--- src/rtl/perf_monitor_pkg.sv ---
// rtl/perf_monitor_pkg.sv - shared state encoding and counter index map for perf_monitor
package perf_monitor_pkg;

    typedef enum logic [1:0] {
        IDLE = 2'd0,
        RUN  = 2'd1,
        HOLD = 2'd2
    } state_t;

    localparam int IDX_CYC     = 0;
    localparam int IDX_NOP     = 1;
    localparam int IDX_STALL   = 2;
    localparam int IDX_INSTR   = 3;
    localparam int IDX_EV0     = 4;
    localparam int RSEL_SHADOW = 4;

endpackage

--- src/rtl/perf_counter.sv ---
// rtl/perf_counter.sv - single wrapping/saturating event counter with sticky overflow
module perf_counter #(
    parameter int CNT_W    = 32,
    parameter bit SATURATE = 1'b0
) (
    input  logic             clk,
    input  logic             rst,
    input  logic             inc,
    input  logic             clr,
    input  logic             load_zero,
    output logic [CNT_W-1:0] count,
    output logic [CNT_W-1:0] count_next,
    output logic             ovf
);

    logic at_max;
    assign at_max = &count;

    // count_next is exported so a snapshot can capture this cycle's increment
    always_comb begin
        count_next = count;
        if (inc && !(at_max && SATURATE)) begin
            count_next = count + 1'b1;
        end
    end

    always_ff @(posedge clk or negedge rst) begin
        if (!rst) begin
            count <= '0;
            ovf   <= 1'b0;
        end else if (clr || load_zero) begin
            count <= '0;
            ovf   <= 1'b0;
        end else begin
            count <= count_next;
            if (inc && at_max) begin
                ovf <= 1'b1;
            end
        end
    end

endmodule

--- src/rtl/perf_monitor.sv ---
// rtl/perf_monitor.sv - CPU cycle/instruction performance monitor with windowed shadow bank
module perf_monitor
    import perf_monitor_pkg::*;
#(
    parameter int NUM_EV   = 4,
    parameter int CNT_W    = 32,
    parameter int PC_W     = 32,
    parameter int WINDOW   = 0,
    parameter int SATURATE = 0
) (
    input  logic              clk,
    input  logic              rst,
    input  logic              start,
    input  logic              stop,
    input  logic              clear,
    input  logic [PC_W-1:0]   instr,
    input  logic [PC_W-1:0]   pc,
    input  logic [NUM_EV-1:0] ev,
    input  logic [4:0]        rsel,
    output logic [CNT_W-1:0]  rdata,
    output logic              running,
    output logic              win_done,
    output logic [NUM_EV+3:0] ovf
);

    localparam int NCNT  = NUM_EV + 4;
    localparam int WIN_W = (WINDOW > 1) ? $clog2(WINDOW) : 1;
    localparam logic [WIN_W-1:0] WIN_LAST = WIN_W'((WINDOW > 0) ? WINDOW - 1 : 0);

    state_t state, state_nxt;
    logic [PC_W-1:0]  prev_pc;
    logic             prev_valid;
    logic             stall;
    logic             is_nop;
    logic [NCNT-1:0]  inc;
    logic [WIN_W-1:0] win_cnt;
    logic             win_end;
    logic [CNT_W-1:0] live     [NCNT];
    logic [CNT_W-1:0] live_nxt [NCNT];
    logic [CNT_W-1:0] shadow   [NCNT];
    logic [CNT_W-1:0] live_rd  [16];
    logic [CNT_W-1:0] shadow_rd[16];

    always_ff @(posedge clk or negedge rst) begin
        if (!rst) begin
            state <= IDLE;
        end else begin
            state <= state_nxt;
        end
    end

    // stop wins over start; clear never moves the FSM
    always_comb begin
        state_nxt = state;
        case (state)
            IDLE:    if (start && !stop) state_nxt = RUN;
            RUN:     if (stop)           state_nxt = HOLD;
            HOLD:    if (start && !stop) state_nxt = RUN;
            default:                     state_nxt = IDLE;
        endcase
    end

    always_comb begin
        running = (state == RUN);
    end

    always_ff @(posedge clk or negedge rst) begin
        if (!rst) begin
            prev_pc    <= '0;
            prev_valid <= 1'b0;
        end else if (running) begin
            prev_pc    <= pc;
            prev_valid <= 1'b1;
        end else begin
            prev_valid <= 1'b0;
        end
    end

    assign stall  = prev_valid && (pc == prev_pc);
    assign is_nop = (instr == '0);

    always_comb begin
        inc            = '0;
        inc[IDX_CYC]   = running;
        inc[IDX_NOP]   = running && is_nop;
        inc[IDX_STALL] = running && stall;
        inc[IDX_INSTR] = running && !is_nop && !stall;
        for (int i = 0; i < NUM_EV; i++) begin
            inc[IDX_EV0+i] = running && ev[i];
        end
    end

    assign win_end = (WINDOW > 0) && running && !clear && (win_cnt == WIN_LAST);

    always_ff @(posedge clk or negedge rst) begin
        if (!rst) begin
            win_cnt  <= '0;
            win_done <= 1'b0;
        end else begin
            win_done <= win_end;
            if (clear || win_end) begin
                win_cnt <= '0;
            end else if (running && (WINDOW > 0)) begin
                win_cnt <= win_cnt + 1'b1;
            end
        end
    end

    for (genvar k = 0; k < NCNT; k++) begin : g_cnt
        perf_counter #(
            .CNT_W    (CNT_W),
            .SATURATE (SATURATE != 0)
        ) u_cnt (
            .clk        (clk),
            .rst        (rst),
            .inc        (inc[k]),
            .clr        (clear),
            .load_zero  (win_end),
            .count      (live[k]),
            .count_next (live_nxt[k]),
            .ovf        (ovf[k])
        );
    end

    always_ff @(posedge clk or negedge rst) begin
        if (!rst) begin
            for (int k = 0; k < NCNT; k++) shadow[k] <= '0;
        end else if (win_end) begin
            for (int k = 0; k < NCNT; k++) shadow[k] <= live_nxt[k];
        end
    end

    // pad both banks to the full 16-entry select space so unmapped indices read 0
    for (genvar k = 0; k < 16; k++) begin : g_rd
        if (k < NCNT) begin : g_map
            assign live_rd[k]   = live[k];
            assign shadow_rd[k] = shadow[k];
        end else begin : g_zero
            assign live_rd[k]   = '0;
            assign shadow_rd[k] = '0;
        end
    end

    always_ff @(posedge clk or negedge rst) begin
        if (!rst) begin
            rdata <= '0;
        end else begin
            rdata <= rsel[RSEL_SHADOW] ? shadow_rd[rsel[3:0]] : live_rd[rsel[3:0]];
        end
    end

endmodule

--- config.mk ---
export PLATFORM = sky130hd
export DESIGN_NAME = perf_monitor
export DESIGN_NICKNAME = d
export VERILOG_FILES = /design/src/rtl/perf_monitor_pkg.sv /design/src/rtl/perf_counter.sv /design/src/rtl/perf_monitor.sv
export SDC_FILE = /design/constraint.sdc
export NUM_CORES = 1
export LEC_CHECK = 0
export ABC_CLOCK_PERIOD_IN_PS = 4600
export BUFFER_PORTS_ARGS = -buffer_cell sky130_fd_sc_hd__buf_2
export CORE_ASPECT_RATIO = 1.2
export CORE_MARGIN = 3
export CORE_UTILIZATION = 51
export DETAILED_ROUTE_END_ITERATION = 16
export PLACE_DENSITY_LB_ADDON = 0.08
export SYNTH_ARGS = -nofsm -noshare
export SYNTH_HDL_FRONTEND = slang
export SYNTH_HIERARCHICAL = 1
export SYNTH_SLANG_ARGS = --single-unit
--- constraint.sdc ---
create_clock -name clk -period 4.6 [get_ports clk]
set_input_delay 0.23 -clock clk [delete_from_list [all_inputs] [get_ports clk]]
set_output_delay 0.23 -clock clk [all_outputs]
set_load 0.01 [all_outputs]
==> results of run 1 <==
through the flow:
step,instance area (um2),hold slack [ns],cells,setup slack (ns),utilization
2_1_floorplan,19000,-0.0656,1770,1.48,-
3_3_place_gp,19700,0.369,2286,1.50,0.543
3_5_place_dp,19700,0.368,2286,1.42,0.543
4_1_cts,21500,0.0593,2391,1.38,0.591
5_1_grt,21500,0.0926,2391,1.15,0.591
6_report,21500,0.0887,2391,1.39,0.591
power by group:
group	switching (W)	internal [W]
Clock	0.00124	0.00208
Combinational	0.000269	0.000185
Sequential	0.0000610	0.00300
Total	0.00157	0.00526
cell usage after synthesis (8+ instances only):
cell type / instances
mux4_2: 63
ha_1: 8
buf_6: 17
xnor2_1: 113
a41oi_1: 8
mux2i_1: 32
or4_4: 8
and3_1: 24
nand2_1: 169
buf_2: 13
and2_1: 12
nor4_2: 8
nor3_1: 51
and4_1: 8
nor4_4: 16
nand4_1: 71
mux2_2: 8
or2_2: 17
nor2b_1: 240
nand4_4: 8
nor3_2: 8
nor2_1: 90
and2b_1: 16
xor2_1: 167
inv_1: 42
dfrtp_1: 331
clkbuf_1: 40
nand3_1: 65
nor4_1: 68
or4_1: 16
nor4b_2: 8
state kept, by name (all words and copies together) (netlist names):
| name | count |
|---|---|
| prev_pc | 32 |
| prev_valid | 1 |
| g_cnt.u_cnt/ovf | 8 |
| g_cnt.u_cnt/count | 256 |
| state | 2 |
| rdata | 32 |
placed cells by master, fill, tap and decap left out, types with 7 or more instances in the layout:
cell | Yosys | final
nor2_1 | 90 | 90
buf_2 | 13 | 116
a41oi_1 | 8 | 8
nand2_1 | 169 | 169
nor4_2 | 8 | 8
and2b_1 | 16 | 16
or4_1 | 16 | 16
clkinv_2 | 0 | 7
and4_1 | 8 | 8
inv_1 | 42 | 42
mux2_2 | 8 | 8
nor3_1 | 51 | 51
mux2i_1 | 32 | 32
nor4_4 | 16 | 16
or2_2 | 17 | 17
nand3_1 | 65 | 65
or4_4 | 8 | 8
mux4_2 | 63 | 63
xnor2_1 | 113 | 113
conb_1 | 1 | 9
buf_4 | 1 | 8
and2_1 | 12 | 12
nand4_1 | 71 | 71
dlygate4sd3_1 | 0 | 35
xor2_1 | 167 | 167
clkbuf_16 | 0 | 41
nor4b_2 | 8 | 8
nor4_1 | 68 | 68
dfrtp_1 | 331 | 331
nand4_4 | 8 | 8
and3_1 | 24 | 24
ha_1 | 8 | 8
nor2b_1 | 240 | 240
clkbuf_8 | 0 | 11
nor3_2 | 8 | 8
cell type report:
class | count | area [um2] | area share
Multi-Input combinational cell | 1318 | 10000 | 0.466
Sequential cell | 331 | 8280 | 0.386
Clock buffer | 55 | 1190 | 0.0553
Timing Repair Buffer | 162 | 1050 | 0.0487
Tap cell | 468 | 586 | 0.0273
Clock inverter | 15 | 209 | 0.00973
Inverter | 42 | 158 | 0.00734
worst max-delay path, stage by stage (launching register included):
cell	delay, ns
dfrtp_1	0.39
xnor2_1	0.19
nand4_1	0.13
nor4_1	0.36
nand4_1	0.20
nor3_1	0.20
buf_4	0.18
nand4_4	0.17
or4_4	0.60
nor4_1	0.37
xor2_1	0.11
nor2b_1	0.14
how the worst max path moves through the flow:
stage,start,to
after floorplan,prev_pc[9],g_cnt[2].u_cnt/count[25]
after global placement,prev_pc[15],g_cnt[2].u_cnt/count[18]
after detailed placement,prev_pc[15],g_cnt[2].u_cnt/count[18]
after CTS,prev_pc[15],g_cnt[2].u_cnt/count[18]
after global routing,prev_pc[15],g_cnt[2].u_cnt/count[18]
final,prev_pc[15],g_cnt[2].u_cnt/count[27]
metal layers:
metal  up-vias  wire length [um]
li1       6379                 -
met5         -                 0
met4         0              1810
met1      6668             20700
met2       332             21900
met3        92              2460
cells by family after synthesis:
logic type / after synthesis / synth area share
adders and majority gates: 8 / 0.00528
and+or+nand+nor: 905 / 0.289
buffers and inverters: 121 / 0.0362
muxes: 104 / 0.0979
other: 1 / 0.000198
DFF: 331 / 0.437
AOI/OAI and AO/OA: 12 / 0.00489
xor gates and xnor gates: 280 / 0.129
==> flow_summary.toml, run 1 <==
[placed_design]
routabilityCongestion = 0.908
io_buffers = 118
dpl.hpwl_um = 33700

[worst_hold_path]
min_from = "start"
worstHoldEndpoint = "state[1]"
hp-class = "in2reg"
min_path_cells = 4

[timing]
tns_ns = 0
finalCriticalPeriod_ns = 3.21
worst_pin_slew_ns = 1.06
rsz0062_at_grt = "no"
fmax_mhz = 312
max_slew_margin = 0.291
hold_viol = 0
report.final.slew_viol_count = 0
finalCritPeriodShare = 0.698
setup_viol = 0
fin_skew_ns = 0.0196

[drt]
via_per_inst = 5.63
drc = 0
postRouteAntennaNets = 0
vias = 13471
wire_per_inst_um = 19.6
drtIter0Drc = 937
drtPass1Iterations = 5
wl_um = 46800

[clock_tree]
cts_tree = "done"
htree_levels = 2
numCtsBuffers = 38
hold_buffers = 35
cts_sinks = 331
clock_latency_ns = 0.54
clk_pin_slew_ns = 0.06
post_cts_resized = 0
postCtsSetupBuffers = 0
cts_max_path_buffers = 3
root_buffer = "clkbuf_16"

[layout]
num_antenna_cells = 0
fill_cells = 3075
area_delta_synth_final_pct = 13.4
nNetsFinal = 1979
drive_gt1_frac = 0.176

[global_route]
grt_max_degree = 112
grt_pass1_wl_um = 76200
overflow = 0
grt-busiest-layer = "met2"
met3_usage = 0.0403
grt_util_met1 = 0.338
grt_usage = 0.241
grt_pass1_vias = 13645
antenna_found_initial = 0
grt_use_met2 = 0.380

[floorplanning]
boundaryPins = 120
die_area_um2 = 39500
start_util = 0.522
core_area_um2 = 36300
die_w_um = 182
fp.dieH_um = 217
num_rows = 76

[setup_path]
r2r_start = "prev_pc[15]"
crit_fanout = 15
endpoint_kind = "register"
worst-r2r-setup-slack_ns = 1.39
worstSetupPathType = "reg2reg"
rr_worst_depth = 11
reg2reg_to = "g_cnt[2].u_cnt/count[27]"
worstPathRequired_ns = 4.98
cp-start-kind = "register"
worstPathArrival_ns = 3.59

[logic_synthesis]
syn_inst = 1762
yosysSeqAreaShare = 0.437
ys_async_sr_fraction = 1.00
synth_cell_types = 42
syn_area_um2 = 19000
synth_flop_cell = "dfrtp_1"
yosysWarningCount = 6
yosys.area.top_type_share = 0.437
syn_area_per_cell_um2 = 10.8
ys_seq_elements = 331
synth_area_leader_cell = "dfrtp_1"
ys_top_cells_by_area = "dfrtp_1 (44%), nor2b_1 (7.9%), xor2_1 (7.7%)"
synth_edf_count = 0

[status]
status = "finished, final reports clean"

[power]
power_density_nw_per_um2 = 318
p_total_w = 0.00683
power_leakage_nw = 10.0
max-vdd-ir-drop_v = 0.000293

[job]
cap_violations = 0
Power figures use the tool's default switching activity.
==> run 2, diff against run 1 <==
- ABC_CLOCK_PERIOD_IN_PS: 4600 -> 3200
- clock period: 4.6 -> 3.2 ns (I/O delays scaled with it)
==> run 2 against run 1 <==
  * Combinational power increased by 47%
  * Global-route usage shrank 0.17 points
  * Power increased by 38%
  * Clock power rose by 32%
  * Worst hold slack better by 0.14 ns
  * Non-clock buffer count is 9 higher
  * Sequential share of layout area hardly changed
  * Final cell count about the same
  * Core utilization barely moved
  * Via count shrank 0.27%
  * Maximum frequency is 5.8% higher
  * Count of clock-buffer cells in the layout fell by 3
  * Largest power group is now registers
==> flow_summary.toml, run 2 (synthesized netlist as in run 1, its figures left out) <==
[layout]
final_util = 0.592
largest_registers = "g_cnt.u_cnt/count x256, prev_pc x32, rdata x32"
final_common_cell = "dfrtp_1"
final_area_um2 = 21500
area_delta_synth_final_pct = 13.4
largest_reg_flops = 256
largest-register = "g_cnt.u_cnt/count"
drive_gt1_frac = 0.178
num_antenna_cells = 0
fill_cells = 3083
final_cell_mix = "dfrtp_1 (331), nor2b_1 (240), nand2_1 (169)"
nNetsFinal = 1988

[timing]
fmax_mhz = 330
finalCritPeriodShare = 0.947
report.final.slew_viol_count = 0
hold_viol = 0
rsz0062_at_grt = "yes"
setup_viol = 0
finalCriticalPeriod_ns = 3.03
max_slew_margin = 0.359
worst_pin_slew_ns = 0.961
fin_skew_ns = 0.0183
whs_ns = 0.233
tns_ns = 0

[global_route]
overflow = 0
grt_usage = 0.239
antenna_found_initial = 0
grt_max_degree = 95
grt_pass1_vias = 13378
grt_pass1_wl_um = 75200

[power]
swShare = 0.234
p_total_w = 0.00944
power_density_nw_per_um2 = 439
pwr-share-clk = 0.463
intPower_w = 0.00723
power_leakage_nw = 10.0
netSwitchingPower_w = 0.00221
max-vdd-ir-drop_v = 0.000416
p_seq_frac = 0.466
p_comb_frac = 0.071

[drt]
drtPass1Iterations = 5
drc = 0
wire_per_inst_um = 19.8
drtIter0Drc = 840
vias = 13435
wl_um = 47400
postRouteAntennaNets = 0
via_per_inst = 5.61

[placed_design]
dpl.hpwl_um = 33900
io_buffers = 118
post_dp_cell_area_um2 = 19800
routabilityCongestion = 0.887

[floorplanning]
core_area_um2 = 36300
start_util = 0.522
die_area_um2 = 39500
num_rows = 76
die_w_um = 182
fp.dieH_um = 217
boundaryPins = 120

[status]
status = "finished, final reports clean"

[clock_tree]
clock_latency_ns = 0.54
root_buffer = "clkbuf_16"
clk_pin_slew_ns = 0.06
cts_max_path_buffers = 3
cts_tree = "done"
cts_sinks = 331
numCtsBuffers = 37
htree_levels = 2

[setup_path]
crit_fanout = 8
worstPathRequired_ns = 3.58
cp-start-kind = "register"
worstSetupPathType = "reg2reg"
endpoint_kind = "register"
worstPathArrival_ns = 3.41

[job]
cap_violations = 0

[worst_hold_path]
hp-class = "in2async"
-- run 2: per-layer routing --
layer / wire length, um / vias up / track usage
li1: - / 6391 / -
met1: 20700 / 6602 / 0.328
met2: 22500 / 372 / 0.393
met3: 2940 / 70 / 0.0448
met4: 1270 / 0 / 0.0673
met5: 0 / - / 0
-- run 2: final timing paths --
path	from	to	slack [ns]	cells past startpoint
hold reg to reg	state[0]	state[1]	0.49	1
setup reg to reg	prev_pc[15]	g_cnt[2].u_cnt/count[27]	0.17	11
hold / removal	rst	g_cnt[3].u_cnt/count[22]	0.23	2
max in group asynchronous	rst	rdata[10]	2.00	3
setup / recovery	prev_pc[15]	g_cnt[2].u_cnt/count[27]	0.17	11
min in group clk	ev[0]	g_cnt[4].u_cnt/count[0]	0.24	4
-- run 2: critical path: stages (launching register included) --
cell and delay [ns]:
dfrtp_1 0.38, xnor2_1 0.17, nand4_1 0.14, nor4_2 0.28, nand4_1 0.18, nor3_2 0.14
buf_4 0.17, nand4_4 0.15, or4_4 0.70, nor4_2 0.35, xor2_1 0.09, nor2b_1 0.13
-- run 2: power by group through the flow --
| stage | sequential (W) | clock, W | combinational [W] |
|---|---|---|---|
| 2_1_floorplan | 0.00446 | 0 | 0.000416 |
| 3_5_place_dp | 0.00447 | 0 | 0.000643 |
| 6_report | 0.00440 | 0.00437 | 0.000668 |
| 3_3_place_gp | 0.00447 | 0 | 0.000632 |
| 4_1_cts | 0.00440 | 0.00449 | 0.000679 |
| 5_1_grt | 0.00441 | 0.00467 | 0.000760 |
-- run 2: layout make-up --
| type | count | area [um2] | area share |
|---|---|---|---|
| Clock buffer | 52 | 1100 | 0.0514 |
| Clock inverter | 10 | 133 | 0.00617 |
| Inverter | 42 | 158 | 0.00734 |
| Multi-Input combinational cell | 1319 | 10100 | 0.469 |
| Sequential cell | 331 | 8280 | 0.385 |
| Tap cell | 468 | 586 | 0.0272 |
| Timing Repair Buffer | 171 | 1150 | 0.0537 |
-- run 2: stage by stage --
stage	setup WS (ns)	instances
final	0.168	2393
after global routing	-0.0336	2393
after CTS	0.158	2391
after detailed placement	0.168	2293
after global placement	0.168	2293
after floorplan	0.0820	1770
-- run 2: timing repair --
action / in CTS / in global routing
resized for setup: 0 / 8
hold buffers: 36 / 0
endpoints found under the hold margin: 123 / 0
setup buffers: 0 / 1
setup endpoints to repair: 0 / 5
==> run 3, diff against run 2 <==
- ABC_AREA: unset -> 1
- PLACE_DENSITY: unset -> 0.78
- PLACE_DENSITY_LB_ADDON: 0.08 -> unset
==> run 3 against run 2 <==
  * Via count grew 56%
  * Count of clock-buffer cells in the layout shrank 3
  * Maximum frequency grew 27%
==> flow_summary.toml, run 3 <==
[layout]
final_cell_mix = "nand2_1 (778), nor2_1 (691), dfrtp_1 (331)"
largest_registers = "g_cnt.u_cnt/count x256, prev_pc x32, rdata x32"
largest_reg_flops = 256
final_common_cell = "nand2_1"
area_delta_synth_final_pct = 12.3
nNetsFinal = 3355
final_util = 0.585
largest-register = "g_cnt.u_cnt/count"
drive_gt1_frac = 0.118
fill_cells = 3852
num_antenna_cells = 0

[power]
swShare = 0.269
p_seq_frac = 0.448
pwr-share-clk = 0.443
max-vdd-ir-drop_v = 0.000543
p_total_w = 0.0101
power_density_nw_per_um2 = 419
netSwitchingPower_w = 0.00271
power_leakage_nw = 9.67
intPower_w = 0.00736
p_comb_frac = 0.109

[floorplanning]
num_rows = 81
fp.dieH_um = 230
die_w_um = 193
core_area_um2 = 41000
die_area_um2 = 44400
boundaryPins = 120
start_util = 0.521

[placed_design]
routabilityCongestion = 0.996
dpl.hpwl_um = 47500
dp_slack_ns = 0.857
io_buffers = 118

[setup_path]
startpoint = "state[1]"
r2r_start = "state[1]"
reg2reg_to = "g_cnt[7].u_cnt/count[23]"
worstPathArrival_ns = 2.86
worstPathRequired_ns = 3.67
worst-r2r-setup-slack_ns = 0.82
crit_fanout = 9
endpoint_kind = "register"
rr_worst_depth = 9
worstSetupPathType = "reg2reg"
cp-start-kind = "register"

[drt]
drtIter0Drc = 2097
postRouteAntennaNets = 0
drtPass1Iterations = 9
wire_per_inst_um = 16.9
via_per_inst = 5.47
drc = 0
wl_um = 64800
vias = 20989

[timing]
hold_viol = 0
setup_viol = 0
rsz0062_at_grt = "no"
finalCriticalPeriod_ns = 2.38
tns_ns = 0
whs_ns = 0.100
worst_pin_slew_ns = 1.15
fmax_mhz = 419
worst_slack_ns = 0.815
max_slew_margin = 0.232
report.final.slew_viol_count = 0
finalCritPeriodShare = 0.745
fin_skew_ns = 0.0155

[global_route]
grt_max_degree = 129
grt_usage = 0.294
grt_pass1_wl_um = 104000
antenna_found_initial = 2
overflow = 0
grt_pass1_vias = 19528

[worst_hold_path]
hp-class = "in2reg"
worstHoldEndpoint = "g_cnt[7].u_cnt/count[1]"
min_from = "ev[3]"
min_path_cells = 5

[clock_tree]
cts_sinks = 331
cts_max_path_buffers = 3
post_cts_resized = 0
clock_latency_ns = 0.56
root_buffer = "clkbuf_16"
numCtsBuffers = 38
clk_pin_slew_ns = 0.06
cts_tree = "done"
htree_levels = 2

[logic_synthesis]
syn_inst = 3148
syn_area_per_cell_um2 = 6.79
syn_area_um2 = 21400
yosysWarningCount = 6

[job]
cap_violations = 0

[status]
status = "finished, final reports clean"
## run 3: how the worst max path moves through the flow
stage               cells after the start  slack, ns                  endpoint
floorplan                              13       1.16  g_cnt[1].u_cnt/count[24]
global placement                       10       0.89  g_cnt[7].u_cnt/count[23]
detailed placement                      9       0.86  g_cnt[7].u_cnt/count[11]
CTS                                     9       0.83  g_cnt[7].u_cnt/count[23]
global route                           11       0.63  g_cnt[7].u_cnt/count[24]
finish                                  9       0.82  g_cnt[7].u_cnt/count[23]
## run 3: power by group through the flow
stage | combinational (W) | sequential, W | clock (W)
after floorplan | 0.000671 | 0.00455 | 0
after global placement | 0.00102 | 0.00456 | 0
after detailed placement | 0.00104 | 0.00456 | 0
after CTS | 0.00108 | 0.00449 | 0.00454
after global routing | 0.00124 | 0.00452 | 0.00470
final | 0.00110 | 0.00450 | 0.00446
## run 3: through the flow
step                      instance area [um2]  cells
after floorplan                         21400   3156
after global placement                  22400   3732
after detailed placement                22400   3732
after CTS                               24000   3835
after global routing                    24000   3835
final                                   24000   3835
## run 3: area by class of cell
class                   count  area, um2  area share
clock buffers              49       1070      0.0447
flip-flops and latches    331       8280       0.345
multi-input cells        2401      11400       0.476
well taps                 539        674      0.0281
clock inverters            18        183     0.00761
inverters                 324       1220      0.0507
repair buffers            173       1160      0.0482
## run 3: routing by layer
metal  routed length, um  track usage  vias to the layer above
li1                    -            -                    10163
met1               26900        0.398                     9770
met2               29400        0.461                      871
met3                5570       0.0528                      183
met4                3030        0.133                        2
met5                   9            0                        -
## run 3: timing repair
action / in CTS / in global routing
hold buffers: 36 / 0
endpoints found under the setup margin: 0 / 0
endpoints found under the hold margin: 197 / 0
buffers inserted: 0 / 0
## run 3: critical path, cell delays in order, from the launching register on
cell	delay [ns]
dfrtp_1	0.40
nor2_4	0.11
inv_1	0.25
nor2_1	0.59
inv_2	0.15
nor2_2	0.21
nand3_1	0.10
nor2_2	0.21
nand3b_1	0.11
a21oi_1	0.16
